==> src/rtl/pause_ctrl_multi.sv <==
// pause_ctrl_multi: merges N pause requesters, the user button and OSD pause into a
// registered pause_cpu, runs a dim-after-timeout timer and dims RGB while paused.
// Optional frame stepping is compiled in when PAUSE_FRAME_STEP_EN is defined.
module pause_ctrl_multi #(
    parameter int RW       = 3,
    parameter int GW       = 3,
    parameter int BW       = 3,
    parameter int NREQ     = 2,
    parameter int CLKSPD   = 40,
    parameter int TICK_DIV = 1000000,
    parameter int DIM_SEC  = 10
) (
    input  logic                   clk_sys,
    input  logic                   reset_n,
    input  logic                   user_button,
    input  logic                   step_button,
    input  logic [NREQ-1:0]        pause_req,
    input  logic                   OSD_STATUS,
    input  logic [1:0]             options,
    input  logic                   vblank,
    input  logic [RW-1:0]          r,
    input  logic [GW-1:0]          g,
    input  logic [BW-1:0]          b,
    output logic                   pause_cpu,
    output logic [NREQ+1:0]        pause_src,
    output logic                   dim_active,
    output logic [RW+GW+BW-1:0]    rgb_out
);
    localparam int PERIOD = CLKSPD * TICK_DIV;
    localparam int PW     = (PERIOD > 1) ? $clog2(PERIOD) : 1;
    localparam int SW     = RW + GW + BW;
    localparam logic [NREQ+1:0] USER_ONLY = {{(NREQ+1){1'b0}}, 1'b1};

    logic            ub_q;
    logic            user_pause_q, user_pause_d;
    logic [NREQ+1:0] src;
    logic [NREQ+1:0] pause_src_q;
    logic            pause_cpu_q, pause_cpu_d;
    logic            dim_q, dim_d;
    logic [PW-1:0]   presc_q, presc_d;
    logic [7:0]      sec_q, sec_d;
    logic [SW-1:0]   rgb_q, rgb_d;
    logic            step_run;
    logic            wrap;

    assign user_pause_d = user_pause_q ^ (user_button & ~ub_q);
    assign src          = {pause_req, OSD_STATUS & options[0], user_pause_q};
    assign pause_cpu_d  = (|src) & ~step_run;
    assign wrap         = (presc_q == PW'(PERIOD - 1));

`ifdef PAUSE_FRAME_STEP_EN
    logic sb_q, vb_q;
    logic step_run_q, step_run_d;
    logic vcnt_q, vcnt_d;

    assign step_run = step_run_q;

    // Accept a step only under sole user pause; end it on the second vblank rise.
    always_comb begin
        step_run_d = step_run_q;
        vcnt_d     = vcnt_q;
        if (step_run_q) begin
            if (src != USER_ONLY) begin
                step_run_d = 1'b0;
                vcnt_d     = 1'b0;
            end else if (vblank & ~vb_q) begin
                step_run_d = ~vcnt_q;
                vcnt_d     = ~vcnt_q;
            end
        end else if (step_button & ~sb_q & (src == USER_ONLY)) begin
            step_run_d = 1'b1;
            vcnt_d     = 1'b0;
        end
    end

    // Step edge detectors and step state.
    always_ff @(posedge clk_sys) begin
        if (!reset_n) begin
            sb_q       <= 1'b0;
            vb_q       <= 1'b0;
            step_run_q <= 1'b0;
            vcnt_q     <= 1'b0;
        end else begin
            sb_q       <= step_button;
            vb_q       <= vblank;
            step_run_q <= step_run_d;
            vcnt_q     <= vcnt_d;
        end
    end
`else
    logic unused_step;

    assign step_run    = 1'b0;
    assign unused_step = step_button ^ vblank ^ USER_ONLY[0];
`endif

    // Dim timer: prescaler and saturating seconds run only while paused and not stepping.
    always_comb begin
        presc_d = '0;
        sec_d   = '0;
        dim_d   = 1'b0;
        if (pause_cpu_q & ~step_run) begin
            presc_d = wrap ? '0 : presc_q + 1'b1;
            sec_d   = (wrap && sec_q != 8'(DIM_SEC)) ? sec_q + 8'd1 : sec_q;
            dim_d   = pause_cpu_d & options[1] & (sec_d == 8'(DIM_SEC));
        end
    end

    // RGB pass-through, halving each channel independently while dimmed.
    always_comb begin
        rgb_d = dim_q ? {r >> 1, g >> 1, b >> 1} : {r, g, b};
    end

    // Main state and output registers.
    always_ff @(posedge clk_sys) begin
        if (!reset_n) begin
            ub_q         <= 1'b0;
            user_pause_q <= 1'b0;
            pause_src_q  <= '0;
            pause_cpu_q  <= 1'b0;
            dim_q        <= 1'b0;
            presc_q      <= '0;
            sec_q        <= '0;
            rgb_q        <= '0;
        end else begin
            ub_q         <= user_button;
            user_pause_q <= user_pause_d;
            pause_src_q  <= src;
            pause_cpu_q  <= pause_cpu_d;
            dim_q        <= dim_d;
            presc_q      <= presc_d;
            sec_q        <= sec_d;
            rgb_q        <= rgb_d;
        end
    end

    assign pause_cpu  = pause_cpu_q;
    assign pause_src  = pause_src_q;
    assign dim_active = dim_q;
    assign rgb_out    = rgb_q;
endmodule

==> config.mk <==
export PLATFORM = sky130hd
export DESIGN_NAME = pause_ctrl_multi
export DESIGN_NICKNAME = d
export VERILOG_FILES = /design/src/rtl/pause_ctrl_multi.sv
export SDC_FILE = /design/constraint.sdc
export NUM_CORES = 1
export LEC_CHECK = 0
export CORE_MARGIN = 4
export CORE_UTILIZATION = 47
export CTS_CLUSTER_DIAMETER = 150
export CTS_CLUSTER_SIZE = 24
export DETAILED_ROUTE_END_ITERATION = 12
export PLACE_DENSITY_LB_ADDON = 0.08
export SYNTH_ARGS = -nofsm -noshare
export SYNTH_HDL_FRONTEND = slang
export SYNTH_SLANG_ARGS = --single-unit
==> constraint.sdc <==
create_clock -name clk_sys -period 2.84 [get_ports clk_sys]
set_clock_uncertainty 0.05 [all_clocks]
set_input_delay 0.568 -clock clk_sys [delete_from_list [all_inputs] [get_ports clk_sys]]
set_output_delay 0.568 -clock clk_sys [all_outputs]
set_load 0.01 [all_outputs]
======== Word level (Yosys, flattened, before mapping) ========
Cells that the tools add are included.
storage, ports and cells
  input bits .............................. 19
  bits in registers ....................... 51
  word-level logic and storage cells ...... 29
  output and inout port bits .............. 15
cells by class
  bitwise gates (word level) .............. 8
  reductions and logical operators ........ 5
  eq/ne operators ......................... 3
  add/sub/neg operators ................... 2
  mux-type cells .......................... 2
operators with widths
  operator                                              count
  adder 26 x 1 -> 26 bit (second input constant)        1
  equality test 26 bit (second input constant)          1
  two-way mux 8 bit                                     2
  adder 8 x 1 -> 8 bit (second input constant)          1
  equality test 8 x 4 -> 1 bit (second input constant)  1
  != test 8 x 4 -> 1 bit (second input constant)        1
  bitwise AND 1 bit                                     4
  OR reduction 4 bit                                    1
  inverter 1 bit                                        3
  OR reduction 3 bit                                    1
  AND reduction 2 bit                                   1
  OR reduction 2 bit                                    1
  logical AND 1 bit                                     1
  XOR 1 bit                                             1

======== Longest topological paths before layout ========
Gate-level depths: netlist (run 1).
  depth after elaboration ................. 5
  mapped depth ............................ 9
  depth with buffers taken out ............ 7

======== Worst setup path before layout (run 1) ========
Ideal clock, no wire load.
  kind .................................... flip-flop to flip-flop
  start ................................... register presc_q[0]
  end ..................................... register presc_q[20]
  period minus slack after synthesis ...... 1970 ps
  buffers on the path ..................... 2
  setup time .............................. 72 ps
  arrival time ............................ 1848 ps
  slack ................................... 870 ps
  stages on the path, launching flop included .. 9
  required time ........................... 2718 ps
  path through ............................ dfxtp_1 > ha_1 > and3_1 > buf_6 > nand3_4 > or3_1 > buf_2 > or3_1 > a21oi_1
between the ends
  cells in the longest elaborated chain, start to end .. 2
  elaborated cells between the ends (all ways) .. 3
  classes of those cells .................. add/sub: 1; eq/ne: 1; reduce/logical: 1
ends and longest elaborated chain
  what                                                                            line  source
  start, declared                                                                 40    logic [PW-1:0] presc_q, presc_d;
  start signal, assigned                                                          131   presc_q <= presc_d;
  parallel branches: the longest is 2 deep, another holds adder 26 x 1 -> 26 bit  --
Several ways; the timed one is not identified.
A chain may end at the register's enable or synchronous reset.

======== Worst setup path after layout (run 1) ========
  start ................................... register presc_q[0]
  end ..................................... register dim_q (netlist: dim_active)
between the ends
  cells in the longest elaborated chain, start to end .. 5
ends and longest elaborated chain
  what                          line  source
  equality test 26 bit          49    assign wrap = (presc_q == PW'(PERIOD - 1));
  logical AND 1 bit             104   sec_d = (wrap && sec_q != 8'(DIM_SEC)) ? sec_q + 8'd1 : sec_q;
  two-way mux 8 bit             104
  equality test 8 x 4 -> 1 bit  105   dim_d = pause_cpu_d & options[1] & (sec_d == 8'(DIM_SEC));
  bitwise AND 1 bit             105
  end signal, assigned          130   dim_q <= dim_d;
  end, declared                 39    logic dim_q, dim_d;
No other way between the ends.

==> results of run 1 <==
-- logic make-up after synthesis --
| kind of cell | Yosys count | synth area share |
|---|---|---|
| AO/OA/AOI/OAI | 18 | 0.0493 |
| XOR/XNOR | 28 | 0.109 |
| adder cells (fa/ha/maj) | 3 | 0.0166 |
| buffers and inverters | 17 | 0.0332 |
| flip-flops | 51 | 0.452 |
| multiplexers | 7 | 0.0316 |
| AND/OR/NAND/NOR | 129 | 0.309 |
-- worst max-delay path: cells and delay by family (launching register included) --
| kind | cells | cell delay (ns) |
|---|---|---|
| simple gates | 3 | 0.96 |
| fa+ha+maj | 1 | 0.20 |
| flops | 1 | 0.38 |
| compound gates | 3 | 0.53 |
-- final timing paths --
kind / startpoint / end / slack (ns) / cells after the start
worst max-delay path: presc_q[0] / dim_active / 0.65 / 7
worst min-delay path: presc_q[0] / presc_q[0] / 0.42 / 1
worst max register to register: presc_q[0] / dim_active / 0.65 / 7
worst min register to register: presc_q[0] / presc_q[0] / 0.42 / 1
-- state kept, by name, summed over array words and instances (netlist names) --
name,count
sec_q,8
presc_q,26
dim_active,1
user_pause_q,1
pause_cpu,1
pause_src,4
ub_q,1
rgb_out,9
-- area by class of cell --
type / count / area [um^2]
clock buffers: 6 / 82.6
clock inverters: 1 / 5.00
inverters: 7 / 26.3
multi-input cells: 185 / 1160
well taps: 52 / 65.1
repair buffers: 33 / 325
fillers: 427 / 1820
flip-flops and latches: 51 / 1020
-- where the power goes --
part	internal [mW]	switching, mW	total (mW)
Combinational	0.0505	0.0318	0.0823
Clock	0.192	0.218	0.410
Sequential	0.729	0.00569	0.735
-- cells in the final DEF (no fill, tap or decap), types with 3 or more instances in the layout --
cell type	count
a21oi_1	5
and2_1	10
and3_1	6
clkbuf_8	6
clkdlybuf4s50_1	31
dfxtp_1	51
ha_1	3
inv_1	7
mux2i_1	6
nand2_1	12
nand3_1	16
nand4_1	6
nor2_1	40
nor2b_1	9
nor3_1	8
o21ai_0	6
or3_1	6
xnor2_1	20
xor2_1	8
-- metal layers --
layer,vias up,GRT usage,part of all wire
met2,22,0.219,0.46
met3,2,0.0417,0.041
met5,-,0,0
met1,773,0.185,0.50
li1,910,-,-
met4,0,0.0374,0.0047
==> results.yml, run 1 <==
status:
  outcome: "finished clean"
place:
  placed_area_um2: 2600
  post-place-ws_ns: 0.690
  gp_congestion: 0.754
  hpwl_um: 2860
  placed_cells: 328
  numPortBuffers: 31
cts:
  cts_tree: "built"
  insertion_delay_ns: 0.29
  clock-sinks: 51
  cts_buffers: 5
  cts_root_buf: "clkbuf_8"
  cts_setup_buffers: 0
  cts_resized: 0
  clock_path_buffers: 2
  cts_htree_levels: 2
  cts.clk_slew.worst_paths_ns: 0.09
  cts_hold_buf: 0
sta:
  worstMarginPinSlew_ns: 0.598
  setup_viol: 0
  drv_slew: 0
  worst_hold_slack_ns: 0.422
  setup_tns_ns: 0
  fin_crit_ns: 2.19
  setup_ws_ns: 0.646
  fin_crit_sh: 0.773
  rsz0062_at_grt: "no"
  slew_headroom: 0.591
  max_freq_mhz: 456
  hold_viol_final: 0
grt:
  grt_max_degree: 26
  grt_pass1_wl_um: 6930
  grt-ovfl-total: 0
  antenna_found_initial: 0
  grt_usage: 0.139
  grt_pass1_vias: 1523
synthesis:
  ys_types: 39
  yosysTopAreaCellShare: 0.452
  synth_nets: 275
  yosysWarnings: 0
  ys_seq_area_frac: 0.452
  synthFlopType: "dfxtp_1"
  netlist_instances: 253
  async_flop_share: 0
  syn_area_per_cell_um2: 8.93
  synth_edf_count: 0
  yosys-top-cells-area: "dfxtp_1 (45%), xnor2_1 (7.8%), nor2_1 (6.6%)"
  ys_seq_elements: 51
  yosysMostFrequentCell: "dfxtp_1"
  synth_area_leader_cell: "dfxtp_1"
  syn_area_um2: 2260
  synth_common_cells: "dfxtp_1 (51), nor2_1 (40), xnor2_1 (20), nand3_1 (16), nand2_1 (12)"
finish:
  antenna_cells: 0
  post-route-util: 0.597
  fin_area_um2: 2690
  layout-drive-gt1-share: 0.0601
  fin_cells: 335
  nets: 305
  area_delta_synth_final_pct: 19.0
worst_setup_path:
  crit_required_ns: 3.00
  crit_chain: "ha_1 > and3_1 > nand3_4 > nor3b_1 > o221ai_1 > o31a_1 > a211oi_1"
  path_max_fanout: 6
  arrival_ns: 2.36
  cp_slowest_stage_delay_ns: 0.52
  critical_path_class: "reg -> reg"
  startpoint_type: "register"
  end_kind: "register"
  critPathSlowestCell: "nor3b_1"
drt:
  firstDrtPassIters: 5
  drc: 0
  routed_via_density: 5.10
  via_count: 1707
  post_drt_wl_per_cell_um: 12.0
  drt_wl_total_um: 4020
  drt_iter0_drc: 118
  ant_nets: 0
worst_hold_path:
  hp-class: "reg -> reg"
power_and_ir_drop:
  power_leakage_nw: 0.880
  power.density_nw_per_um2: 456
  power.total_mw: 1.23
  max-vdd-ir-drop_mv: 0.280
die:
  fp.dieArea_um2: 5980
  core-area_um2: 4500
  die_h_um: 77.3
  fp.dieW_um: 77.3
  ioPinCount: 34
  rows: 24
  initial_core_util: 0.502
flow_run:
  max_cap_viol_count: 0
(Power assumes the default switching activity.)
==> run 2, diff against run 1 <==
Clock period 2.84 ns to 2.07 ns, I/O delays scaled along.
==> results.yml, run 2 (synthesis results as in run 1) <==
status:
  outcome: "finished clean"
place:
  placed_area_um2: 2730
  numPortBuffers: 31
  gp_congestion: 0.780
  hpwl_um: 3020
grt:
  grt_max_degree: 26
  grt_pass1_wl_um: 7530
  grt-ovfl-total: 0
  grt_pass1_vias: 1665
  grt_usage: 0.153
  antenna_found_initial: 0
worst_setup_path:
  crit_chain: "ha_1 > and3_1 > nand3_4 > or3_4 > or3_1 > a21oi_1"
  r2r-start: "presc_q[1]"
  critPathSlowestCell: "or3_4"
  critPathLaunch: "presc_q[1]"
  end_kind: "register"
  crit_buf_inv: 0
  rrSetupSlack_ns: 0.13
  critical_path_class: "reg -> reg"
  crit_required_ns: 2.25
  path_delay_family: "simple AND/OR/NAND/NOR gates"
  startpoint_type: "register"
  path_max_fanout: 5
  arrival_ns: 2.12
  cp_slowest_stage_delay_ns: 0.44
die:
  ioPinCount: 34
  die_h_um: 77.3
  fp.dieArea_um2: 5980
  fp.dieW_um: 77.3
  initial_core_util: 0.502
  core-area_um2: 4500
  rows: 24
finish:
  mostFrequentLayoutCells: "dfxtp_1 (51), nor2_1 (40), clkdlybuf4s50_1 (31)"
  antenna_cells: 0
  fin_area_um2: 2870
  nets: 320
  layout-drive-gt1-share: 0.120
  largest_reg_flops: 26
  fill_cells: 403
  top_register: "presc_q"
  final_common_cell: "dfxtp_1"
  area_delta_synth_final_pct: 27.0
  multiInputGateArea_um2: 1190
  seq_area_um2: 1020
drt:
  post_drt_wl_per_cell_um: 12.5
  routed_via_density: 5.09
  drc: 0
  ant_nets: 0
  drt_iter0_drc: 98
  via_count: 1785
  drt_wl_total_um: 4400
  firstDrtPassIters: 4
sta:
  setup_viol: 0
  worstMarginPinSlew_ns: 0.407
  hold_viol_final: 0
  fin_crit_ns: 1.94
  setup_tns_ns: 0
  max_freq_mhz: 516
  fin_crit_sh: 0.936
  drv_slew: 0
  slew_headroom: 0.721
  rsz0062_at_grt: "no"
power_and_ir_drop:
  power_leakage_nw: 0.994
  power.total_mw: 1.83
  power.density_nw_per_um2: 639
  max-vdd-ir-drop_mv: 0.486
cts:
  cts_resized: 0
  cts_hold_buf: 0
  clock-sinks: 51
  cts_buffers: 5
  cts_htree_levels: 2
  cts_root_buf: "clkbuf_8"
  insertion_delay_ns: 0.30
  cts_setup_buffers: 0
  clock_path_buffers: 2
  cts_tree: "built"
  cts.clk_slew.worst_paths_ns: 0.09
flow_run:
  max_cap_viol_count: 0
worst_hold_path:
  hp-class: "reg -> reg"
  hold_start: "presc_q[25]"
-- run 2: changes by cell type in the layout (fill, tap and decap cells not counted), sizes merged --
cell,delta
buf,+15
bufinv,+1
-- run 2: report_power, final --
part           switching (mW)  internal [mW]
Combinational          0.0464         0.0763
Sequential            0.00713           1.00
Clock                   0.313          0.391
Total                   0.367           1.47
-- run 2: cell type report --
class	instances	share of cell area
repair buffers	48	0.157
flip-flops and latches	51	0.356
clock inverters	2	0.0122
inverters	7	0.00915
clock buffers	6	0.0288
well taps	52	0.0227
multi-input cells	185	0.415
-- run 2: final timing paths --
| kind | endpoint | cells past startpoint |
|---|---|---|
| worst min-delay path | presc_q[25] | 2 |
| worst min register to register | presc_q[25] | 2 |
| worst max-delay path | presc_q[20] | 6 |
| worst max register to register | presc_q[20] | 6 |
-- run 2: metal layers --
layer | GRT usage | wire length [um] | vias to the layer above
li1 | - | - | 938
met1 | 0.203 | 2140 | 814
met2 | 0.244 | 2050 | 28
met3 | 0.0405 | 161 | 5
met4 | 0.0480 | 54 | 0
met5 | 0 | 0 | -
-- run 2: through the flow --
step / hold WS (ns) / util / worst slack [ns] / cells
6_report: 0.458 / 0.637 / 0.133 / 351
3_5_place_dp: 0.436 / 0.605 / 0.103 / 343
4_1_cts: 0.450 / 0.631 / 0.0721 / 351
5_1_grt: 0.478 / 0.637 / 0.0452 / 351
2_1_floorplan: 0.380 / - / 0.0998 / 253
3_3_place_gp: 0.417 / 0.605 / 0.111 / 343
-- run 2: tightest hold or removal path, cell delays in order (launching register included) --
cell	delay [ns]
dfxtp_1	0.32
o21ai_0	0.08
a21oi_1	0.06
==> run 3, diff against run 2 <==
Settings changed: SLEW_MARGIN set to 20.
==> results of run 3 <==
No change in the layout: final DEF, timing and power equal those of run 2.
